**config.mk**
```make
export PLATFORM = sky130hd
export DESIGN_NAME = alu_issue_stage_flat
export DESIGN_NICKNAME = d
export VERILOG_FILES = /design/src/rtl/alu_issue_stage_if.sv /design/src/rtl/alu_issue_stage.sv /design/src/flat_wrapper.sv
export SDC_FILE = /design/constraint.sdc
export NUM_CORES = 1
export LEC_CHECK = 0
export CORE_AREA = 2 2 182 184
export CTS_BUF_LIST = sky130_fd_sc_hd__clkbuf_8
export CTS_CLUSTER_SIZE = 24
export DETAILED_ROUTE_END_ITERATION = 10
export DIE_AREA = 0 0 184 186
export HOLD_SLACK_MARGIN = 0.06
export SYNTH_ARGS = -nofsm -noshare
export SYNTH_HDL_FRONTEND = slang
export SYNTH_SLANG_ARGS = --single-unit
```
**constraint.sdc**
```tcl
create_clock -name clk -period 3.4 [get_ports clk]
set_clock_uncertainty 0.1 [all_clocks]
set_input_delay 1.02 -clock clk [delete_from_list [all_inputs] [get_ports clk]]
set_output_delay 1.02 -clock clk [all_outputs]
set_load 0.03 [all_outputs]
```
**src/rtl/alu_issue_stage_if.sv**
```systemverilog
// Decode-to-issue handshake bundle for alu_issue_stage: instruction fields plus valid/ready.
// master = decode side, slave = issue stage.
interface alu_issue_stage_if #(
  parameter int DATAPATH_WIDTH = 64,
  parameter int IMM_WIDTH      = 16
);
  logic                      id_valid;
  logic                      id_ready;
  logic [3:0]                id_alu_ctrl;
  logic [4:0]                id_shift;
  logic [4:0]                id_rs1;
  logic [4:0]                id_rs2;
  logic [4:0]                id_rd;
  logic                      id_rd_we;
  logic                      id_is_load;
  logic                      id_use_imm;
  logic [IMM_WIDTH-1:0]      id_imm;
  logic [DATAPATH_WIDTH-1:0] id_rs1_data;
  logic [DATAPATH_WIDTH-1:0] id_rs2_data;

  modport master (
    output id_valid, id_alu_ctrl, id_shift, id_rs1, id_rs2, id_rd,
           id_rd_we, id_is_load, id_use_imm, id_imm, id_rs1_data, id_rs2_data,
    input  id_ready
  );

  modport slave (
    input  id_valid, id_alu_ctrl, id_shift, id_rs1, id_rs2, id_rd,
           id_rd_we, id_is_load, id_use_imm, id_imm, id_rs1_data, id_rs2_data,
    output id_ready
  );
endinterface

```
**src/rtl/alu_issue_stage.sv**
```systemverilog
// Execute-issue register feeding the 64-bit ALU: operand selection, hazard bubbles, stall counter.
// Macro ALU_FWD_EN: defined = EX/MEM forwarding with load-use stalls; undefined = stall on any in-flight writer.
module alu_issue_stage #(
  parameter int DATAPATH_WIDTH  = 64,
  parameter int IMM_WIDTH       = 16,
  parameter int STALL_CNT_WIDTH = 16
) (
  input  logic                       clk,
  input  logic                       reset,
  alu_issue_stage_if.slave           dec,
  input  logic [DATAPATH_WIDTH-1:0]  ex_result,
  input  logic                       mem_we,
  input  logic [4:0]                 mem_rd,
  input  logic [DATAPATH_WIDTH-1:0]  mem_data,
  input  logic                       ex_ready,
  output logic                       ex_valid,
  output logic [DATAPATH_WIDTH-1:0]  a_out,
  output logic [DATAPATH_WIDTH-1:0]  b_out,
  output logic [3:0]                 alu_ctrl_out,
  output logic [4:0]                 shift_out,
  output logic [4:0]                 ex_rd,
  output logic                       ex_rd_we,
  output logic                       ex_is_load,
  output logic [STALL_CNT_WIDTH-1:0] stall_cnt
);

  localparam logic [4:0]                 REG_ZERO  = 5'd0;
  localparam logic [DATAPATH_WIDTH-1:0]  DATA_ZERO = {DATAPATH_WIDTH{1'b0}};
  localparam logic [STALL_CNT_WIDTH-1:0] CNT_ZERO  = {STALL_CNT_WIDTH{1'b0}};
  localparam logic [STALL_CNT_WIDTH-1:0] CNT_MAX   = {STALL_CNT_WIDTH{1'b1}};
  localparam logic [STALL_CNT_WIDTH-1:0] CNT_ONE   = {{(STALL_CNT_WIDTH-1){1'b0}}, 1'b1};

  function automatic logic [DATAPATH_WIDTH-1:0] sign_ext_imm(input logic [IMM_WIDTH-1:0] imm);
    return {{(DATAPATH_WIDTH-IMM_WIDTH){imm[IMM_WIDTH-1]}}, imm};
  endfunction

  // r0 is hard-wired zero, so it never participates in a match
  function automatic logic src_match(input logic [4:0] rs, input logic [4:0] rd);
    return (rs != REG_ZERO) && (rs == rd);
  endfunction

  function automatic logic [DATAPATH_WIDTH-1:0] pick_operand(
    input logic [4:0]                rs,
    input logic [DATAPATH_WIDTH-1:0] rf_data,
    input logic                      ex_hit,
    input logic                      mem_hit,
    input logic [DATAPATH_WIDTH-1:0] ex_val,
    input logic [DATAPATH_WIDTH-1:0] mem_val
  );
    logic [DATAPATH_WIDTH-1:0] val;
    if (ex_hit) begin
      val = ex_val;
    end else if (mem_hit) begin
      val = mem_val;
    end else if (rs != REG_ZERO) begin
      val = rf_data;
    end else begin
      val = DATA_ZERO;
    end
    return val;
  endfunction

  logic                       ex_valid_r;
  logic [DATAPATH_WIDTH-1:0]  a_r;
  logic [DATAPATH_WIDTH-1:0]  b_r;
  logic [3:0]                 alu_ctrl_r;
  logic [4:0]                 shift_r;
  logic [4:0]                 ex_rd_r;
  logic                       ex_rd_we_r;
  logic                       ex_is_load_r;
  logic [STALL_CNT_WIDTH-1:0] stall_cnt_r;

  logic                       rs2_used_s;
  logic                       hazard_s;
  logic                       ex_hit1_s;
  logic                       ex_hit2_s;
  logic                       mem_hit1_s;
  logic                       mem_hit2_s;
  logic                       transfer_s;
  logic                       bubble_s;
  logic [DATAPATH_WIDTH-1:0]  op_a_s;
  logic [DATAPATH_WIDTH-1:0]  op_b_s;
  logic [DATAPATH_WIDTH-1:0]  rs2_val_s;
  logic [STALL_CNT_WIDTH-1:0] stall_cnt_next_s;

  always_comb begin
    rs2_used_s = ~dec.id_use_imm;
  end

`ifdef ALU_FWD_EN
  logic ex_fwd_src_s;
  logic ex_load_src_s;

  // A non-load in EX forwards its ALU result; a load in EX has no data yet and forces a bubble
  always_comb begin
    ex_fwd_src_s  = ex_valid_r & ex_rd_we_r & ~ex_is_load_r;
    ex_load_src_s = ex_valid_r & ex_rd_we_r & ex_is_load_r;
    ex_hit1_s     = ex_fwd_src_s & src_match(dec.id_rs1, ex_rd_r);
    ex_hit2_s     = ex_fwd_src_s & src_match(dec.id_rs2, ex_rd_r);
    mem_hit1_s    = mem_we & src_match(dec.id_rs1, mem_rd);
    mem_hit2_s    = mem_we & src_match(dec.id_rs2, mem_rd);
    hazard_s      = ex_load_src_s &
                    (src_match(dec.id_rs1, ex_rd_r) |
                     (rs2_used_s & src_match(dec.id_rs2, ex_rd_r)));
  end
`else
  logic ex_wr_s;
  logic src1_busy_s;
  logic src2_busy_s;
  logic unused_fwd_s;

  // Without forwarding, any writer still in EX or MEM blocks its readers until write-back
  always_comb begin
    ex_hit1_s    = 1'b0;
    ex_hit2_s    = 1'b0;
    mem_hit1_s   = 1'b0;
    mem_hit2_s   = 1'b0;
    ex_wr_s      = ex_valid_r & ex_rd_we_r;
    src1_busy_s  = (ex_wr_s & src_match(dec.id_rs1, ex_rd_r)) |
                   (mem_we & src_match(dec.id_rs1, mem_rd));
    src2_busy_s  = (ex_wr_s & src_match(dec.id_rs2, ex_rd_r)) |
                   (mem_we & src_match(dec.id_rs2, mem_rd));
    hazard_s     = src1_busy_s | (rs2_used_s & src2_busy_s);
  end

  assign unused_fwd_s = ^{ex_result, mem_data};
`endif

  always_comb begin
    op_a_s    = pick_operand(dec.id_rs1, dec.id_rs1_data, ex_hit1_s, mem_hit1_s, ex_result, mem_data);
    rs2_val_s = pick_operand(dec.id_rs2, dec.id_rs2_data, ex_hit2_s, mem_hit2_s, ex_result, mem_data);
    if (dec.id_use_imm) begin
      op_b_s = sign_ext_imm(dec.id_imm);
    end else begin
      op_b_s = rs2_val_s;
    end
  end

  always_comb begin
    transfer_s = dec.id_valid & ex_ready & ~hazard_s;
    bubble_s   = dec.id_valid & ex_ready & hazard_s;
    if (bubble_s && (stall_cnt_r != CNT_MAX)) begin
      stall_cnt_next_s = stall_cnt_r + CNT_ONE;
    end else begin
      stall_cnt_next_s = stall_cnt_r;
    end
  end

  assign dec.id_ready = ex_ready & ~hazard_s;

  // Issue register: a frozen back end (ex_ready=0) leaves every field untouched
  always_ff @(posedge clk) begin
    if (reset) begin
      ex_valid_r   <= 1'b0;
      a_r          <= DATA_ZERO;
      b_r          <= DATA_ZERO;
      alu_ctrl_r   <= 4'd0;
      shift_r      <= 5'd0;
      ex_rd_r      <= REG_ZERO;
      ex_rd_we_r   <= 1'b0;
      ex_is_load_r <= 1'b0;
    end else if (transfer_s) begin
      ex_valid_r   <= 1'b1;
      a_r          <= op_a_s;
      b_r          <= op_b_s;
      alu_ctrl_r   <= dec.id_alu_ctrl;
      shift_r      <= dec.id_shift;
      ex_rd_r      <= dec.id_rd;
      ex_rd_we_r   <= dec.id_rd_we;
      ex_is_load_r <= dec.id_is_load;
    end else if (bubble_s) begin
      ex_valid_r   <= 1'b0;
      ex_rd_we_r   <= 1'b0;
      ex_is_load_r <= 1'b0;
    end else if (ex_ready) begin
      ex_valid_r   <= 1'b0;
    end
  end

  always_ff @(posedge clk) begin
    if (reset) begin
      stall_cnt_r <= CNT_ZERO;
    end else begin
      stall_cnt_r <= stall_cnt_next_s;
    end
  end

  assign ex_valid     = ex_valid_r;
  assign a_out        = a_r;
  assign b_out        = b_r;
  assign alu_ctrl_out = alu_ctrl_r;
  assign shift_out    = shift_r;
  assign ex_rd        = ex_rd_r;
  assign ex_rd_we     = ex_rd_we_r;
  assign ex_is_load   = ex_is_load_r;
  assign stall_cnt    = stall_cnt_r;

endmodule

```
**src/flat_wrapper.sv**
```systemverilog
// flat-port wrapper written by rule: the top's interface ports become plain ports
module alu_issue_stage_flat 
#(
  parameter int DATAPATH_WIDTH  = 64,
  parameter int IMM_WIDTH       = 16,
  parameter int STALL_CNT_WIDTH = 16
)
  (clk, reset, ex_result, mem_we, mem_rd, mem_data, ex_ready, ex_valid, a_out, b_out, alu_ctrl_out, shift_out, ex_rd, ex_rd_we, ex_is_load, stall_cnt, dec_id_valid, dec_id_alu_ctrl, dec_id_shift, dec_id_rs1, dec_id_rs2, dec_id_rd, dec_id_rd_we, dec_id_is_load, dec_id_use_imm, dec_id_imm, dec_id_rs1_data, dec_id_rs2_data, dec_id_ready);
  alu_issue_stage_if #(.DATAPATH_WIDTH(DATAPATH_WIDTH), .IMM_WIDTH(IMM_WIDTH)) dec_i ();
  input  logic clk;
  input  logic reset;
  input  logic [DATAPATH_WIDTH-1:0] ex_result;
  input  logic mem_we;
  input  logic [4:0] mem_rd;
  input  logic [DATAPATH_WIDTH-1:0] mem_data;
  input  logic ex_ready;
  output logic ex_valid;
  output logic [DATAPATH_WIDTH-1:0] a_out;
  output logic [DATAPATH_WIDTH-1:0] b_out;
  output logic [3:0] alu_ctrl_out;
  output logic [4:0] shift_out;
  output logic [4:0] ex_rd;
  output logic ex_rd_we;
  output logic ex_is_load;
  output logic [STALL_CNT_WIDTH-1:0] stall_cnt;
  input wire logic [$bits(dec_i.id_valid)-1:0] dec_id_valid;
  input wire logic [$bits(dec_i.id_alu_ctrl)-1:0] dec_id_alu_ctrl;
  input wire logic [$bits(dec_i.id_shift)-1:0] dec_id_shift;
  input wire logic [$bits(dec_i.id_rs1)-1:0] dec_id_rs1;
  input wire logic [$bits(dec_i.id_rs2)-1:0] dec_id_rs2;
  input wire logic [$bits(dec_i.id_rd)-1:0] dec_id_rd;
  input wire logic [$bits(dec_i.id_rd_we)-1:0] dec_id_rd_we;
  input wire logic [$bits(dec_i.id_is_load)-1:0] dec_id_is_load;
  input wire logic [$bits(dec_i.id_use_imm)-1:0] dec_id_use_imm;
  input wire logic [$bits(dec_i.id_imm)-1:0] dec_id_imm;
  input wire logic [$bits(dec_i.id_rs1_data)-1:0] dec_id_rs1_data;
  input wire logic [$bits(dec_i.id_rs2_data)-1:0] dec_id_rs2_data;
  output wire logic [$bits(dec_i.id_ready)-1:0] dec_id_ready;
  assign dec_i.id_valid = dec_id_valid;
  assign dec_i.id_alu_ctrl = dec_id_alu_ctrl;
  assign dec_i.id_shift = dec_id_shift;
  assign dec_i.id_rs1 = dec_id_rs1;
  assign dec_i.id_rs2 = dec_id_rs2;
  assign dec_i.id_rd = dec_id_rd;
  assign dec_i.id_rd_we = dec_id_rd_we;
  assign dec_i.id_is_load = dec_id_is_load;
  assign dec_i.id_use_imm = dec_id_use_imm;
  assign dec_i.id_imm = dec_id_imm;
  assign dec_i.id_rs1_data = dec_id_rs1_data;
  assign dec_i.id_rs2_data = dec_id_rs2_data;
  assign dec_id_ready = dec_i.id_ready;
  alu_issue_stage #(.DATAPATH_WIDTH(DATAPATH_WIDTH), .IMM_WIDTH(IMM_WIDTH), .STALL_CNT_WIDTH(STALL_CNT_WIDTH)) u_core (.clk(clk), .reset(reset), .dec(dec_i), .ex_result(ex_result), .mem_we(mem_we), .mem_rd(mem_rd), .mem_data(mem_data), .ex_ready(ex_ready), .ex_valid(ex_valid), .a_out(a_out), .b_out(b_out), .alu_ctrl_out(alu_ctrl_out), .shift_out(shift_out), .ex_rd(ex_rd), .ex_rd_we(ex_rd_we), .ex_is_load(ex_is_load), .stall_cnt(stall_cnt));
endmodule
```
==> summary.txt <==
Run status
  – Run status: complete, no violations

Critical path
  – Worst path bufs/invs: 2
  – Critical Path RT: 2280 ps
  – CP top delay family: compound AO/OA/AOI/OAI gates
  – CP peak stage delay: 270 ps
  – CP max FO: 2
  – Worst path cell trace: dlygate4sd2_1, xnor2_1, a32o_2, a22o_4, nor2_4, buf_12
  – Worst Path Class, Setup: in2out
  – Arrival @ worst endpoint: 2210 ps
  – Setup crit end kind: output port
  – Critical path startpoint category: input pin
  – Crit path depth: 6
  – Crit-path slowest cell: dlygate4sd2_1
  – R2R cell count: 9

Synthesis
  – Number of synthesized flops with an enable pin: 0
  – Synth Net Count: 1150
  – Ranking of synthesized cells by area: dfxtp_1, a21oi_1, nand2_1, nand3_1, or3_1
  – Seq/Total Area, Yosys: 0.482
  – Syn_area_per_cell: 7.95 um2
  – Synth cell types: 33
  – Area leader, netlist: dfxtp_1
  – Ys async rst share: 0
  – Mapped Cells: 840
  – Synthesized flop and latch total: 161
  – Count leader, synth: a21oi_1
  – Mapped cell area: 0.00668 mm2
  – List of most frequent post-synthesis cells: a21oi_1, dfxtp_1, nand2_1, nand3_1, clkbuf_1
  – Share of the synthesized area in the top cell type: 0.482
  – Yosys warns: 0
  – Synth Flop Type: dfxtp_1

Global route
  – Largest net degree at the start of global routing: 67
  – Vias in the first global route: 6711
  – First-pass GRT wire length: 37.2 mm
  – Initial antenna violation count: 2
  – Total track usage: 0.142
  – Total grt overflow: 0

STA
  – Period utilisation layout: 0.979
  – Achievable frequency: 300 MHz
  – Slew Viols, Final: 0
  – Tmin final: 3330 ps
  – Fin Setup TNS: 0 ps
  – RSZ-0062 raised after global routing: no
  – Final hold vios: 0
  – Hold slack: 351 ps
  – Final setup viols: 0
  – Max transition margin: 0.502
  – Slew @ Worst Pin: 747 ps

Clock tree
  – CTS tree: yes
  – Clock tree buffer depth: 2
  – Total CTS buffers: 17
  – Clk Latency, worst-skew pair: 490 ps
  – H-tree depth: 4
  – Clock slew seen by the registers of the worst setup and hold paths: 70 ps
  – Clock tree root buffer cell: clkbuf_8
  – Post-CTS Setup Inserts: 0
  – Clock sinks: 161

Floorplanning
  – Starting density of the core: 0.207
  – Core area: 0.0322 mm2
  – DIE AREA: 0.0342 mm2
  – Die width: 184 um
  – # IOs: 471
  – Die height: 186 um
  – FP Rows: 66

Layout
  – Area grow syn2layout: 65.2%
  – Final-layout fill cell count: 3323
  – Final Instance Area: 0.0110 mm2
  – Reg area: 0.00322 mm2
  – Fin util: 0.343
  – Multi-input logic area: 0.00316 mm2
  – Fin cells: 1576
  – Ratio of cells with drive above 1 in the final layout: 0.0746
  – Final Net Count: 1466

Place
  – DP Area: 0.0107 mm2
  – Buffers on Ports: 342
  – GP Congestion: 0.780
  – DP HPWL: 17.6 mm
  – Placed instance count: 1545

Run
  – Max-Cap Viols: 0

Pwr
  – Worst VDD drop: 0.000209 V
  – Sequential cell fraction of total power: 0.457
  – Comb pwr share: 0.210
  – Leakage power: 3.90 nW
  – NetSw: 1.24 mW
  – Cell Int Power: 3.18 mW
  – Clk pwr share: 0.333
  – Sw frac: 0.280
  – PwrDens: 400 mW/mm2

Detailed routing
  – Routed wire length: 25.2 mm
  – Iteration count of the initial detailed-routing pass: 4
  – Vias per cell: 4.49
  – Vias: 7077
  – Initial DRC Count: 311
  – Wire per inst: 16.0 um
  – # DRC: 0
  – Routed Antenna Nets: 0

Worst hold path
  – Worst Hold Class: reg2reg
  – Min-Delay Path Depth: 2
-- cells in the final DEF (no fill, tap or decap), types with 2 or more instances in the layout --
cell type          n
xor2_1            19
a21oi_1          179
nor2_1            37
dfxtp_1          161
nand2_1          148
nand3_1           77
a221oi_1          15
or3_1             50
buf_4             27
nor2b_1            2
inv_1              7
nor3_1            19
clkinv_2           3
xnor2_1           12
clkbuf_8          20
clkbuf_2           9
nand4_1            4
nor2_4             2
clkdlybuf4s15_1    2
and3_1             9
nor4_1             2
a22oi_1            2
buf_12             9
clkdlybuf4s50_1  324
dlygate4sd2_1      3
bufinv_16          3
and2_1             3
-- power by group through the flow --
stage / combinational, mW / clock [mW] / sequential (mW)
6_report: 0.928 / 1.47 / 2.02
5_1_grt: 0.995 / 1.61 / 2.03
4_1_cts: 0.937 / 1.55 / 2.02
3_5_place_dp: 0.938 / 0 / 2.06
3_3_place_gp: 0.936 / 0 / 2.06
2_1_floorplan: 0.266 / 0 / 2.23
-- final timing paths --
| kind | endpoint | slack, ps | start |
|---|---|---|---|
| worst max-delay path | dec_id_ready | 70 | mem_rd[2] |
| worst min-delay path | u_core.a_out[43] | 350 | u_core.a_out[43] |
| worst max register to register | u_core.a_out[2] | 910 | u_core.ex_rd[2] |
| worst min register to register | u_core.a_out[43] | 350 | u_core.a_out[43] |
-- tightest hold or removal path, cell delays in order (launching register included) --
cell and delay [ps]:
dfxtp_1 310, nand2_1 50, a21oi_1 50
-- cells by family (layout without fill, tap and decap cells) --
| kind of cell | after synthesis | after routing | share of synthesized area |
|---|---|---|---|
| other | 0 | 1 | 0 |
| xor gates and xnor gates | 32 | 32 | 0.0420 |
| DFF | 161 | 161 | 0.482 |
| buffers and inverters | 82 | 409 | 0.0534 |
| AOI/OAI and AO/OA | 202 | 202 | 0.164 |
| muxes | 3 | 3 | 0.00543 |
| and+or+nand+nor | 359 | 359 | 0.250 |
| adders and majority gates | 1 | 1 | 0.00187 |
-- final cells by class --
type / count / share of cell area
antenna: 1 / 0.000227
inverter: 3 / 0.00102
multi-input combinational: 597 / 0.286
timing repair buffer: 376 / 0.338
sequential: 161 / 0.292
tap: 408 / 0.0463
clock inverter: 10 / 0.0109
clock buffer: 20 / 0.0249
-- per-stage QoR --
step           setup slack [ps]  total power, mW
3_3_place_gp               -305             3.00
4_1_cts                   0.283             4.51
3_5_place_dp               -297             3.00
6_report                   71.3             4.42
2_1_floorplan              78.0             2.50
5_1_grt                    10.5             4.64
-- sequential cells by signal, summed over array words and instances (netlist names) --
name / cells
u_core.ex_rd_we: 1
u_core.stall_cnt: 16
u_core.shift_out: 5
u_core.ex_valid: 1
u_core.a_out: 64
u_core.alu_ctrl_out: 4
u_core.ex_is_load: 1
u_core.ex_rd: 5
u_core.b_out: 64
-- routing by layer --
layer / up-vias / global-route usage / wire length [um]
met5: - / 0 / 13
met4: 2 / 0.0522 / 480
met3: 25 / 0.0560 / 2120
met2: 240 / 0.234 / 12100
met1: 3298 / 0.167 / 10500
li1: 3512 / - / -
-- what timing repair did --
item | CTS | global route
resized for setup | 25 | 19
pin swaps | 7 | 9
hold buffers | 0 | 0
endpoints found under the setup margin | 1 | 1
Power figures use the tool's default switching activity.
